<file path="src/rtl/block_decode_dc_diff.sv">
// block_decode_dc_diff
//
// Bit-serial decoder for the MPEG-2 intra dct_dc_differential field. It sits
// directly after the DC size VLC decoder. On Start_I it shifts Size_I bits
// MSB-first from the slice bitstream and rebuilds the signed differential.
// It then adds the differential to the predictor of the selected component
// (Y/Cb/Cr) and presents the new predictor together with the dequantized
// DC coefficient F''[0][0].
//
// Optional feature macro: DC_RANGE_CHECK_EN
//   defined   : an out-of-range predictor saturates to 0 / 2^(8+prec)-1 and
//               pulses Error_O together with DC_Valid_O.
//   undefined : the predictor wraps modulo 2^(8+prec). Error_O only reports
//               an illegal size.
//
// Ports
//   clock, reset          rising-edge clock, asynchronous active-high reset
//   Start_I               one-cycle start; Size_I/Component_I valid (only while !Busy_O)
//   Size_I[3:0]           dct_dc_size, legal 0..11
//   Component_I[1:0]      0=Y 1=Cb 2=Cr (3 treated as Cr)
//   Intra_DC_Precision_I  picture intra_dc_precision 0..3
//   Pred_Reset_I          resets all predictors; aborts a decode in flight
//   Data_In_I             bitstream bit, consumed when Shift_En_O=1
//   Shift_En_O            bit consumed this cycle
//   Busy_O                decode in progress (SHIFT or UPDATE)
//   DC_Valid_O            one-cycle result strobe
//   DC_Pred_O[10:0]       updated predictor
//   DC_Coeff_O[11:0]      DC_Pred_O * (8 >> precision)
//   Error_O               illegal size / range error pulse
//
// Handshake: Start_I is a request pulse that is taken only in a cycle where
// Busy_O=0 (IDLE or DONE); a pulse seen while busy is ignored. DC_Valid_O is
// a one-cycle strobe with no back-pressure. The result registers hold until
// the next UPDATE.

module block_decode_dc_diff (
  input  logic        clock,
  input  logic        reset,
  input  logic        Start_I,
  input  logic [3:0]  Size_I,
  input  logic [1:0]  Component_I,
  input  logic [1:0]  Intra_DC_Precision_I,
  input  logic        Pred_Reset_I,
  input  logic        Data_In_I,
  output logic        Shift_En_O,
  output logic        Busy_O,
  output logic        DC_Valid_O,
  output logic [10:0] DC_Pred_O,
  output logic [11:0] DC_Coeff_O,
  output logic        Error_O
);

  typedef enum logic [1:0] {S_IDLE, S_SHIFT, S_UPDATE, S_DONE} state_t;

  state_t      state_q, state_d;
  logic [3:0]  size_q;
  logic [1:0]  comp_q;
  logic [3:0]  cnt_q;
  logic [10:0] bits_q;
  logic [10:0] pred_y_q, pred_cb_q, pred_cr_q;

  logic        accept;
  logic        size_legal;
  logic [10:0] pred_rst;
  logic [10:0] pred_cur;
  logic [10:0] max_val;
  logic [10:0] span;
  logic [10:0] bits_sh;
  logic        msb;
  logic [10:0] diff_lo;
  logic [10:0] pred_new;
  logic [11:0] coeff_new;
  logic        range_err;

  assign accept     = Start_I && (state_q == S_IDLE || state_q == S_DONE);
  assign size_legal = (Size_I <= 4'd11);
  assign pred_rst   = 11'd128 << Intra_DC_Precision_I;

  assign Shift_En_O = (state_q == S_SHIFT);
  assign Busy_O     = (state_q == S_SHIFT) || (state_q == S_UPDATE);
  assign DC_Valid_O = (state_q == S_DONE);

  // Next-state logic
  always_comb begin
    state_d = state_q;
    case (state_q)
      S_IDLE, S_DONE: begin
        state_d = S_IDLE;
        if (accept && size_legal)
          state_d = (Size_I == 4'd0) ? S_UPDATE : S_SHIFT;
      end
      S_SHIFT: begin
        if (Pred_Reset_I)        state_d = S_IDLE;
        else if (cnt_q == 4'd1)  state_d = S_UPDATE;
      end
      S_UPDATE: state_d = Pred_Reset_I ? S_IDLE : S_DONE;
      default:  state_d = S_IDLE;
    endcase
  end

  always_ff @(posedge clock or posedge reset) begin
    if (reset) state_q <= S_IDLE;
    else       state_q <= state_d;
  end

  // Differential reconstruction and predictor update
  always_comb begin
    pred_cur = pred_cr_q;
    case (comp_q)
      2'd0:    pred_cur = pred_y_q;
      2'd1:    pred_cur = pred_cb_q;
      default: pred_cur = pred_cr_q;
    endcase
  end

  // 2^(8+prec)-1; for prec 3 the shift overflows 11 bits to 0 and the
  // subtraction wraps to 2047, which is exactly the required mask.
  assign max_val = (11'd1 << (4'd8 + {2'b00, Intra_DC_Precision_I})) - 11'd1;
  assign span    = (11'd1 << size_q) - 11'd1;
  assign bits_sh = bits_q >> (size_q - 4'd1);
  assign msb     = (size_q != 4'd0) && bits_sh[0];
  // Low 11 bits of the differential; for size 0 bits_q and span are both 0.
  assign diff_lo = msb ? bits_q : (bits_q - span);

`ifdef DC_RANGE_CHECK_EN
  logic        diff_neg;
  logic [12:0] sum;
  // The differential is negative exactly when the leading bit is 0 (size>0).
  // The sign is kept separately because +/-2047 does not fit 11 bits signed.
  assign diff_neg = !msb && (size_q != 4'd0);
  assign sum      = {2'b00, pred_cur} + {{2{diff_neg}}, diff_lo};
  always_comb begin
    pred_new  = sum[10:0];
    range_err = 1'b0;
    if (sum[12]) begin
      pred_new  = 11'd0;
      range_err = 1'b1;
    end else if (sum > {2'b00, max_val}) begin
      pred_new  = max_val;
      range_err = 1'b1;
    end
  end
`else
  assign pred_new  = (pred_cur + diff_lo) & max_val;
  assign range_err = 1'b0;
`endif

  assign coeff_new = {1'b0, pred_new} << (2'd3 - Intra_DC_Precision_I);

  always_ff @(posedge clock or posedge reset) begin
    if (reset) begin
      size_q     <= 4'd0;
      comp_q     <= 2'd0;
      cnt_q      <= 4'd0;
      bits_q     <= 11'd0;
      pred_y_q   <= 11'd128;
      pred_cb_q  <= 11'd128;
      pred_cr_q  <= 11'd128;
      DC_Pred_O  <= 11'd0;
      DC_Coeff_O <= 12'd0;
      Error_O    <= 1'b0;
    end else begin
      Error_O <= 1'b0;
      if (accept) begin
        size_q <= Size_I;
        comp_q <= (Component_I == 2'd3) ? 2'd2 : Component_I;
        cnt_q  <= Size_I;
        bits_q <= 11'd0;
        if (!size_legal) Error_O <= 1'b1;
      end
      if (state_q == S_SHIFT) begin
        bits_q <= {bits_q[9:0], Data_In_I};
        cnt_q  <= cnt_q - 4'd1;
      end
      // A predictor reset wins over an UPDATE in the same cycle (abort).
      if (Pred_Reset_I) begin
        pred_y_q  <= pred_rst;
        pred_cb_q <= pred_rst;
        pred_cr_q <= pred_rst;
      end else if (state_q == S_UPDATE) begin
        case (comp_q)
          2'd0:    pred_y_q  <= pred_new;
          2'd1:    pred_cb_q <= pred_new;
          default: pred_cr_q <= pred_new;
        endcase
        DC_Pred_O  <= pred_new;
        DC_Coeff_O <= coeff_new;
        Error_O    <= range_err;
      end
    end
  end

endmodule

</file>
<file path="config.mk">
export PLATFORM = sky130hd
export DESIGN_NAME = block_decode_dc_diff
export DESIGN_NICKNAME = d
export VERILOG_FILES = /design/src/rtl/block_decode_dc_diff.sv
export SDC_FILE = /design/constraint.sdc
export NUM_CORES = 1
export LEC_CHECK = 0
export CAP_MARGIN = 10
export CORE_AREA = 2 2 117 108
export DETAILED_ROUTE_END_ITERATION = 10
export DIE_AREA = 0 0 119 110
export DONT_BUFFER_PORTS = 1
export GPL_ROUTABILITY_DRIVEN = 1
export PLACE_DENSITY = 0.69
export SLEW_MARGIN = 40
export SYNTH_ARGS = -nofsm -noshare
export SYNTH_HDL_FRONTEND = slang
export SYNTH_SLANG_ARGS = --single-unit
</file>
<file path="constraint.sdc">
create_clock -name clock -period 11.8 [get_ports clock]
set_clock_uncertainty 0.15 [all_clocks]
set_input_delay 3.54 -clock clock [delete_from_list [all_inputs] [get_ports clock]]
set_output_delay 3.54 -clock clock [all_outputs]
set_load 0.005 [all_outputs]
</file>
# ---- Yosys cells after proc, flatten, opt, wreduce, memory -nomap -nowiden
# Cells that the tools add are included.
dict set report totals {
  register_bits 80
  in_bits 13
  output_inout_bits 27
  wordCells 80
}
dict set report op_classes {
  n_addsub 8
  n_lt_le_gt_ge 1
  eq_ne 8
  shift 5
  muxes 26
  n_bitwise 2
  reduce_logical 19
}
# operator n
set op_table {}
lappend op_table {{11-bit 2-to-1 mux} 12}
lappend op_table {{11-bit one-hot mux with 2 select lines} 1}
lappend op_table {{1-bit by 4-bit << shifter with 11-bit output (first input constant)} 2}
lappend op_table {{11-bit by 1-bit subtractor with 11-bit output (second input constant)} 2}
lappend op_table {{2-bit 2-to-1 mux} 6}
lappend op_table {{11-bit by 2-bit << shifter with 12-bit output} 1}
lappend op_table {{11-bit adder} 1}
lappend op_table {{11-bit AND} 1}
lappend op_table {{8-bit by 2-bit << shifter with 11-bit output (first input constant)} 1}
lappend op_table {{11-bit by 4-bit >> shifter with 1-bit output} 1}
lappend op_table {{11-bit subtractor} 1}
lappend op_table {{4-bit 2-to-1 mux} 2}
lappend op_table {{2-bit AND reduction} 4}
lappend op_table {{2-bit nonzero test} 4}
lappend op_table {{4-bit by 1-bit subtractor with 4-bit output (second input constant)} 2}
lappend op_table {{2-bit equality test (second input constant)} 3}
lappend op_table {{2-bit one-hot mux with 3 select lines} 1}
lappend op_table {{4-bit by 2-bit adder with 4-bit output (first input constant)} 1}
lappend op_table {{2-bit by 1-bit equality test with 1-bit output (second input constant)} 2}
lappend op_table {{4-bit by 1-bit equality test with 1-bit output (second input constant)} 1}
lappend op_table {{4-bit less-or-equal comparator (second input constant)} 1}
lappend op_table {{2-bit zero test} 2}
lappend op_table {{4-bit zero test} 1}
lappend op_table {{1-bit 2-to-1 mux} 4}
lappend op_table {{8 further kinds} 12}

# ---- Logic depth before layout (Yosys ltp)
# Gate-level depths: netlist (run 1).
dict set report depth {
  word_depth 9
  mapped_depth 21
  mapped_depth_nobuf 21
}

# ---- Least setup slack after synthesis (run 1)
# Ideal clock, no wire load.
dict set report synth_timing {
  kind {input -> register}
  startpoint {input Intra_DC_Precision_I[0]}
  endpoint {register DC_Coeff_O[9]}
  setup_time_ns 0.124
  arrival_time_ns 4.493
  required_time_ns 11.526
  slack_ns 7.033
  stages 5
  path_buffers 1
  path_cell_list {clkbuf_1 -> inv_1 -> mux2_2 -> nor3_1 -> a211o_1}
}
dict set report synth_between {
  elab_chain_cells 5
  word_cells_on_any_way 6
  classes_between {add/sub: 3; shift: 2; bitwise: 1}
}
# item line
set synth_lines {}
lappend synth_lines {{start, declared} 42} ;# input logic [1:0] Intra_DC_Precision_I,
lappend synth_lines {{4-bit by 2-bit adder with 4-bit output} 118} ;# assign max_val = (11'd1 << (4'd8 + {2'b00, Intra_DC_Precision_I})) - 11'd1;
lappend synth_lines {{1-bit by 4-bit << shifter with 11-bit output} 118}
lappend synth_lines {{11-bit by 1-bit subtractor with 11-bit output} 118}
lappend synth_lines {{11-bit AND} 144} ;# assign pred_new = (pred_cur + diff_lo) & max_val;
lappend synth_lines {{11-bit by 2-bit << shifter with 12-bit output (*)} 148} ;# assign coeff_new = {1'b0, pred_new} << (2'd3 - Intra_DC_Precision_I);
lappend synth_lines {{end signal, assigned} 187} ;# DC_Coeff_O <= coeff_new;
lappend synth_lines {{end, declared} 49} ;# output logic [11:0] DC_Coeff_O,
# Mark *: on every way between the ends. The rest lies on a longest branch, timed or not.
# A chain may end at the register's enable or synchronous reset.

# ---- Worst setup path after layout (run 1)
dict set report layout_timing {
  startpoint {register size_q[0]}
  endpoint {register DC_Coeff_O[9]}
}
dict set report layout_between {
  elab_chain_cells 7
  word_cells_on_any_way 11
  classes_between {add/sub: 4; shift: 3; mux: 1; bitwise: 1; reduce/logical: 2}
}
# item line
set layout_lines {}
lappend layout_lines {{start, declared} 56} ;# logic [3:0] size_q;
lappend layout_lines {{start signal, assigned} 165} ;# size_q <= Size_I;
lappend layout_lines {{1-bit by 4-bit << shifter with 11-bit output or 4-bit by 1-bit subtractor with 4-bit output (tied branches)} {119, 120}}
lappend layout_lines {{11-bit by 1-bit subtractor with 11-bit output or 11-bit by 4-bit >> shifter with 1-bit output (tied branches)} {119, 120}}
lappend layout_lines {{11-bit subtractor or 1-bit logical AND (tied branches)} {123, 121}}
lappend layout_lines {{11-bit 2-to-1 mux (*)} 123} ;# assign diff_lo = msb ? bits_q : (bits_q - span);
lappend layout_lines {{11-bit adder (*)} 144}
lappend layout_lines {{11-bit AND (*)} 144}
lappend layout_lines {{11-bit by 2-bit << shifter with 12-bit output (*)} 148}
# Marks and branches as above.

==> out/summary.txt, run 1 <==
Status: finished, final reports clean
Synthesized cell area: 5230 um2
Hold Path End: DC_Pred_O[0]$_DFFE_PP0P_
IO Count: 40
Maxcap violations: 0
Period utilization: 43.0%
Routed via count: 4149
Fin. max-slew vios: 0
Post-Place Cells: 714
Dpl cell area: 5260 um2
Clock buffer depth: 2
Sink Count: 80
Reg-to-Reg Start: size_q[0]$_DFFE_PP0P_
Maximum fanout along the worst path: 16
Drt via density: 5.68
Routed len/inst: 16.7 um
Number of setup buffers added after CTS: 0
Area delta synth->final: 7.11%
Synth top cells by count: nand2_1 (96), dfrtp_1 (77), nor2_1 (61)
Main synth FF type: dfrtp_1
DRC: 0
FP Rows: 38
RSZ-0062 raised after global routing: no
HP Start: DC_Pred_O[0]$_DFFE_PP0P_
Starting Density: 44.1%
Antenna Nets Post-Route: 0
Post-synth top area cell: dfrtp_1
Iter 0 DRT Violations: 399
Met2 routed WL: 5850 um
RePlAce Congestion: 0.857
Worst Max-Slew Pin Slew: 0.815 ns
Non-filler cells, final: 730
Ys Warns: 0
CTS clk-pin slew, worst paths: 0.06 ns
Post-Syn Nets: 637
Antenna violations before repair: 0
Critical Path AT: 5.16 ns
Buffers on Ports: 0
FMAX: 197 MHz
Post-synth EDFFs: 0
# hold bufs at CTS: 0
Startpoint Class: register
Post-Route WL: 12200 um
Reg2reg path depth: 16
Rel. slew slack: 45.6%
Syn avg cell area: 8.96 um2
Async set-reset flop share out of synthesis: 100%
Global-route wire length before repair: 20100 um
Antenna Diode Count: 0
CTS Buf Count: 9
Hold path depth: 2
Final count of hold timing violations: 0
CTS tree: built
Count of cell types in the netlist: 61
Gr usage total: 19.2%
Post-synth top area share: 36.9%
Worst hold slack: 0.356 ns
Post-CTS Resized: 0
Register bit total from synthesis: 80
Synth top area cells: dfrtp_1 (37%), ha_1 (9.3%), nand2_1 (6.9%)
Design Area, Final: 5600 um2
DR WL met3: 502 um
Core Region: 11800 um2
Clock root buffer: clkbuf_16
Share of cells above drive strength 1: 8.60%
Crit Path Class: register to register
TritonRoute pass-1 iters: 5
Post-DP HPWL: 8570 um
Highest routed layer: met4
Congestion Overflow GR: 0
Setup TNS Final: 0 ns
Syn Inst Count: 583
NumNets Final: 619
Die height: 110 um
Top-count cell post-synth: nand2_1
Seq/Total Area, Yosys: 38.4%
Post-layout min period: 5.08 ns
Critical Path RT: 11.88 ns
Die width: 119 um
Number of global-route vias before repair: 4036
CP endpoint kind: register
# H-tree levels: 3
Worst-skew pair later-pin latency: 0.34 ns
Largest net degree at the start of global routing: 81
R2r endpoint: DC_Coeff_O[9]$_DFFE_PP0P_
R2R Setup Slk: 6.72 ns
Final setup viols: 0
Die Area: 13100 um2
Wl on met1: 5580 um
Type of the tightest min-delay check: register to register
## worst max-delay path, cell delays in order, from the launching register on
cell and delay (ns):
dfrtp_1 0.48, inv_1 0.15, ha_1 0.40, mux4_1 0.31
mux2i_1 0.14, nor2b_1 0.09, o21ai_4 0.38, mux2_2 0.40
ha_1 0.21, fa_1 0.43, a21oi_1 0.25, o22ai_1 0.21
nor2_1 0.15, xor2_1 0.59, mux2_2 0.30, nor3_1 0.05
a211o_1 0.27
## registers in the layout, summed over array words and instances, names as in the netlist
register	cells
pred_cb_q	11
size_q	4
comp_q	2
Error_O	1
DC_Pred_O	11
DC_Coeff_O	12
pred_y_q	11
pred_cr_q	11
bits_q	11
state_q	2
cnt_q	4
## layout make-up
class	instances	area, um2
Clock buffer	11	233
Clock inverter	5	81.3
Fill cell	1082	6240
Inverter	20	76.3
Multi-Input combinational cell	452	2980
Sequential cell	80	2010
Tap cell	160	200
Timing Repair Buffer	2	18.8
## per-layer routing
layer / GRT usage (%) / vias to the layer above
met4: 7.06 / 0
met3: 3.40 / 24
li1: - / 2005
met2: 32.0 / 93
met1: 25.4 / 2027
met5: 0 / -
## through the flow
step                worst slack [ns]  utilization [%]
floorplan                       6.06                -
global placement                6.86             44.3
detailed placement              6.78             44.4
CTS                             6.75             47.1
global route                    6.34             47.3
finish                          6.72             47.3
## cell families after synthesis
kind of cell,Yosys count,synth area share [%]
DFF,80,38.4
AOI/OAI and AO/OA,149,17.3
xor gates and xnor gates,20,3.85
buffers and inverters,51,5.20
adders and majority gates,41,10.1
and+or+nand+nor,208,17.3
muxes,34,7.85
## cell usage in the layout, fill, tap and decap left out, types with 3 or more instances in the layout
cell type	count
o21ai_0	46
a21o_1	5
mux2_2	10
clkbuf_16	9
a31oi_1	3
nand3_1	6
nor3_1	12
o311ai_1	4
dfrtp_1	76
a21oi_1	50
nor2b_1	7
o21ai_1	3
xnor2_1	9
nand3b_1	4
nor2_1	61
inv_1	19
o22ai_1	4
nand2b_1	3
a211oi_1	13
ha_1	38
nand2_1	95
xnor2_2	4
o21bai_1	4
xor2_1	6
and2_1	5
dfstp_2	3
mux2i_1	20
## how the worst max path moves through the flow
stage | from | endpoint | cells after the start
2_1_floorplan | reset | DC_Coeff_O[0]$_DFFE_PP0P_ | 1
3_3_place_gp | state_q[1]$_DFFE_PP0P_ | Shift_En_O | 2
3_5_place_dp | size_q[0]$_DFFE_PP0P_ | DC_Coeff_O[9]$_DFFE_PP0P_ | 16
4_1_cts | state_q[1]$_DFFE_PP0P_ | Shift_En_O | 2
5_1_grt | size_q[0]$_DFFE_PP0P_ | pred_y_q[9]$_DFFE_PP0P_ | 20
6_report | size_q[0]$_DFFE_PP0P_ | DC_Coeff_O[9]$_DFFE_PP0P_ | 16
Power of run 1 is left out: the tool's default activity adds up to more than one toggle a clock period on the data nets, which glitch-free logic cannot reach.
==> inputs of run 2 (changes only) <==
--- a/config.mk
+++ b/config.mk
@@ -11,7 +11,7 @@
 export DIE_AREA = 0 0 119 110
 export DONT_BUFFER_PORTS = 1
 export GPL_ROUTABILITY_DRIVEN = 1
-export PLACE_DENSITY = 0.69
+export PLACE_DENSITY = 0.71
 export SLEW_MARGIN = 40
 export SYNTH_ARGS = -nofsm -noshare
 export SYNTH_HDL_FRONTEND = slang
==> constraint.sdc (replaced) <==
create_clock -name clock -period 4.29 [get_ports clock]
set_clock_uncertainty 0.15 [all_clocks]
set_input_delay 1.287 -clock clock [delete_from_list [all_inputs] [get_ports clock]]
set_output_delay 1.287 -clock clock [all_outputs]
set_load 0.005 [all_outputs]
==> run 2 against run 1 <==
Design area increased by 13%; sequential share of layout area decreased by 4.0 points; die area unchanged; via count increased by 5.5%; critical path depth increased by 4; register-to-register slack got worse by 6.7 ns; global-route usage increased by 1.5 points; critical path type unchanged; critical endpoint is now pred_y_q[9]$_DFFE_PP0P_.
==> out/summary.txt, run 2 (same netlist as run 1, synthesis figures left out) <==
Post-DP HPWL: 9190 um
Post-Route WL: 13200 um
Setup TNS Final: 0 ns
DRC: 0
Setup crit start: size_q[0]$_DFFE_PP0P_
FMAX: 235 MHz
Drt via density: 5.63
CTS Buf Count: 9
Sink Count: 80
CP endpoint kind: register
Core Region: 11800 um2
Post-layout min period: 4.25 ns
Commonest non-fill, non-tap cell in the layout: nand2_1
Die height: 110 um
Rel. slew slack: 49.5%
Iter 0 DRT Violations: 248
CTS tree: built
Utilization after layout: 53.3%
Global-route wire length before repair: 21500 um
TritonRoute pass-1 iters: 5
Register area: 2010 um2
IO Count: 40
Clock root buffer: clkbuf_16
Startpoint Class: register
Area of the multi-input gates: 3300 um2
Share of cells above drive strength 1: 23.5%
Critical Path AT: 4.37 ns
Final count of hold timing violations: 0
Type of the tightest min-delay check: register to register
Antenna violations before repair: 0
Die width: 119 um
RSZ-0062 raised after global routing: yes
Worst-skew pair later-pin latency: 0.34 ns
HP Start: DC_Pred_O[9]$_DFFE_PP0P_
Most frequent cells in the layout: nand2_1 (94), dfrtp_1 (77), nor2_1 (58)
Antenna Diode Count: 0
Reg-to-Reg Start: size_q[0]$_DFFE_PP0P_
Max reg flops: 12
Worst Max-Slew Pin Slew: 0.757 ns
Final setup viols: 0
# H-tree levels: 3
Area delta synth->final: 20.6%
Routed via count: 4378
Die Area: 13100 um2
Fill count: 1025
Largest Register: DC_Coeff_O
Buffers on Ports: 0
Fin. max-slew vios: 0
NumNets Final: 667
Period utilization: 99.0%
Routed len/inst: 16.9 um
Critical Path RT: 4.41 ns
FP Rows: 38
Gr usage total: 20.7%
Largest net degree at the start of global routing: 55
Clock buffer depth: 2
Maxcap violations: 0
Maximum fanout along the worst path: 4
CTS clk-pin slew, worst paths: 0.06 ns
Congestion Overflow GR: 0
Status: finished, final reports clean
Starting Density: 44.1%
Antenna Nets Post-Route: 0
Crit Path Class: register to register
Number of global-route vias before repair: 4219
RePlAce Congestion: 0.853
-- run 2: changes by cell type in the layout (fill, tap and decap cells not counted), moves of 4 or more --
cell	before	now
ha_4	0	11
ha_1	38	26
a21oi_1	50	43
a21oi_2	0	7
o21ai_0	46	42
inv_1	19	15
inv_2	0	4
buf_4	1	48
-- run 2: stage by stage --
step                area (um2)  hold slack [ns]  setup WS, ns  cells
global route              6300            0.381        -0.169    778
CTS                       6060            0.366       0.00620    774
detailed placement        5570            0.346        -0.186    752
global placement          5560            0.342        -0.129    752
floorplan                 5260            0.320        0.0131    583
finish                    6300            0.361        0.0419    778
-- run 2: worst max-delay path: stages (launching register included) --
cell      delay, ns
dfrtp_1        0.42
ha_2           0.20
and2_4         0.14
ha_4           0.26
inv_2          0.04
ha_4           0.16
fa_2           0.35
a21o_1         0.18
a21oi_2        0.18
o21ai_2        0.11
or2_4          0.23
xor2_1         0.14
mux2_4         0.28
ha_4           0.23
inv_1          0.11
o21bai_2       0.10
a221oi_2       0.32
xnor2_2        0.18
and2_4         0.20
nand2_1        0.07
a21oi_2        0.14
-- run 2: repair_timing --
action                                  4_1_cts  5_1_grt
gates cloned                                  0        0
hold buffers                                  0        0
setup buffers                                 6        4
resized for setup                            24       38
hold endpoints to repair                      0        0
pin swaps                                    18       31
endpoints found under the setup margin       18       30
-- run 2: path summary, 6_finish.rpt --
check	depth (start not counted)	slack (ns)	to
max	20	0.04	pred_y_q[9]$_DFFE_PP0P_
min	2	0.36	DC_Pred_O[9]$_DFFE_PP0P_
max reg2reg	20	0.04	pred_y_q[9]$_DFFE_PP0P_
min reg2reg	2	0.36	DC_Pred_O[9]$_DFFE_PP0P_
max in group asynchronous	2	2.56	pred_cr_q[9]$_DFFE_PP0P_
min in group asynchronous	1	0.69	DC_Pred_O[7]$_DFFE_PP0P_
-- run 2: layout make-up --
cell class | count | area share, %
timing repair buffer | 50 | 6.07
clock inverter | 6 | 1.71
multi-input combinational | 452 | 52.3
sequential | 80 | 31.8
inverter | 20 | 1.27
tap | 160 | 3.18
clock buffer | 10 | 3.63
-- run 2: layer usage --
metal / part of all wire (%) / up-vias / global-route usage (%)
li1: - / 2089 / -
met1: 45 / 2154 / 27.3
met2: 48 / 116 / 34.4
met3: 4.6 / 19 / 4.06
met4: 2.2 / 0 / 7.48
met5: 0 / - / 0
Power of run 2 is left out for the same reason.
==> inputs of run 3 (changes only) <==
--- a/config.mk
+++ b/config.mk
@@ -12,6 +12,7 @@
 export DONT_BUFFER_PORTS = 1
 export GPL_ROUTABILITY_DRIVEN = 1
 export PLACE_DENSITY = 0.71
+export SETUP_SLACK_MARGIN = 0.02
 export SLEW_MARGIN = 40
 export SYNTH_ARGS = -nofsm -noshare
 export SYNTH_HDL_FRONTEND = slang
==> run 3 against run 2 <==
The run now ends with setup timing left; sequential cell count stayed put; sequential share of layout area is 0.22 points lower; wire length is 1.9% higher; final cell count is 0.13% lower; highest routed layer unchanged; critical path depth is 1 lower; core utilization is 0.37 points higher; critical endpoint is now pred_cr_q[10]$_DFFE_PP0P_.
==> out/summary.txt, run 3 (same netlist as run 1, synthesis figures left out) <==
Clock buffer depth: 2
NumNets Final: 666
Failing checks: setup timing
Die Area: 13100 um2
Antenna Nets Post-Route: 0
Worst-skew pair later-pin latency: 0.34 ns
FP Rows: 38
Congestion Overflow GR: 0
HP Start: DC_Pred_O[0]$_DFFE_PP0P_
RePlAce Congestion: 0.858
Startpoint Class: register
# hold bufs at CTS: 0
Die height: 110 um
R2r endpoint: pred_cr_q[10]$_DFFE_PP0P_
Area of the multi-input gates: 3390 um2
Fin. max-slew vios: 0
Fill count: 1020
Core Region: 11800 um2
CTS tree: built
DP Worst Slack: -0.146 ns
IO Count: 40
Maximum fanout along the worst path: 4
Antenna Diode Count: 0
Largest net degree at the start of global routing: 62
Buffers on Ports: 0
Starting Density: 44.1%
Setup crit start: size_q[0]$_DFFE_PP0P_
Reg2reg path depth: 19
R2R Setup Slk: -0.03 ns
Routed via count: 4494
Final setup viols: 1
Reg-to-Reg Start: size_q[0]$_DFFE_PP0P_
Type of the tightest min-delay check: register to register
Setup ws final: -0.0266 ns
Commonest non-fill, non-tap cell in the layout: nand2_1
CP endpoint kind: register
Post-layout min period: 4.32 ns
Clock root buffer: clkbuf_16
TritonRoute pass-1 iters: 4
Maxcap violations: 0
Critical Path AT: 4.39 ns
# H-tree levels: 3
Die width: 119 um
Crit Path Class: register to register
CTS Buf Count: 9
Critical Path RT: 4.36 ns
Gr usage total: 20.6%
Register area: 2010 um2
Antenna violations before repair: 0
Share of cells above drive strength 1: 25.1%
Global-route wire length before repair: 21600 um
Rel. slew slack: 42.2%
Post-Route WL: 13400 um
Largest Register: DC_Coeff_O
Routed len/inst: 17.3 um
CP endpoint: pred_cr_q[10]$_DFFE_PP0P_
Post-DP HPWL: 9040 um
Max reg flops: 12
Worst Max-Slew Pin Slew: 0.865 ns
Status: complete, but fails checks
Area delta synth->final: 21.5%
Sink Count: 80
Most frequent cells in the layout: nand2_1 (91), dfrtp_1 (77), nor2_1 (57)
Number of global-route vias before repair: 4388
DRC: 0
RSZ-0062 raised after global routing: yes
FMAX: 232 MHz
Drt via density: 5.78
Period utilization: 101%
Final count of hold timing violations: 0
CTS clk-pin slew, worst paths: 0.06 ns
Iter 0 DRT Violations: 314
Hold path depth: 2
## run 3: area by class of cell
| type | count | share of cell area [%] |
|---|---|---|
| clock inverter | 5 | 0.887 |
| tap | 160 | 3.15 |
| clock buffer | 11 | 3.82 |
| multi-input combinational | 452 | 53.4 |
| timing repair buffer | 49 | 5.85 |
| inverter | 20 | 1.30 |
| sequential | 80 | 31.6 |
## run 3: worst max-delay path, stage by stage, from the launching register on
cell	delay, ns
dfrtp_1	0.42
ha_2	0.21
and2_4	0.14
ha_4	0.27
inv_4	0.03
ha_4	0.15
fa_2	0.34
a21o_1	0.18
a21oi_2	0.16
o21ai_2	0.10
o41ai_2	0.35
xnor2_1	0.12
mux2_4	0.28
ha_4	0.18
nor2_4	0.08
nand2_1	0.06
o211ai_1	0.37
xnor2_4	0.14
xnor2_4	0.17
o311ai_1	0.31
## run 3: stage by stage
step	hold WS (ns)	instances	TNS (ns)	util, %	instance area [um2]
global route	0.379	777	-1.37	53.6	6350
floorplan	0.320	583	0	-	5260
detailed placement	0.341	750	-1.17	46.9	5560
global placement	0.344	750	-0.309	46.9	5550
finish	0.358	777	-0.0266	53.6	6350
CTS	0.363	772	0	50.4	5970
## run 3: layer usage
layer,vias to the layer above,track usage [%],wire [um]
li1,2091,-,-
met1,2223,25.8,5700
met2,139,34.6,6600
met3,41,4.73,690
met4,0,8.84,437
met5,-,0,0
## run 3: what timing repair did
item / in CTS / in global routing
hold endpoints to repair: 0 / 0
setup buffers: 6 / 5
setup endpoints to repair: 19 / 29
gates resized for setup: 19 / 63
gates cloned: 0 / 0
pin swaps: 14 / 20
## run 3: worst min-delay path by stage
stage,to
after global placement,pred_cr_q[4]$_DFFE_PP0P_
final,DC_Pred_O[0]$_DFFE_PP0P_
after CTS,DC_Pred_O[0]$_DFFE_PP0P_
after global routing,DC_Pred_O[5]$_DFFE_PP0P_
after detailed placement,DC_Pred_O[0]$_DFFE_PP0P_
after floorplan,DC_Pred_O[9]$_DFFE_PP0P_
Power of run 3 is left out for the same reason.
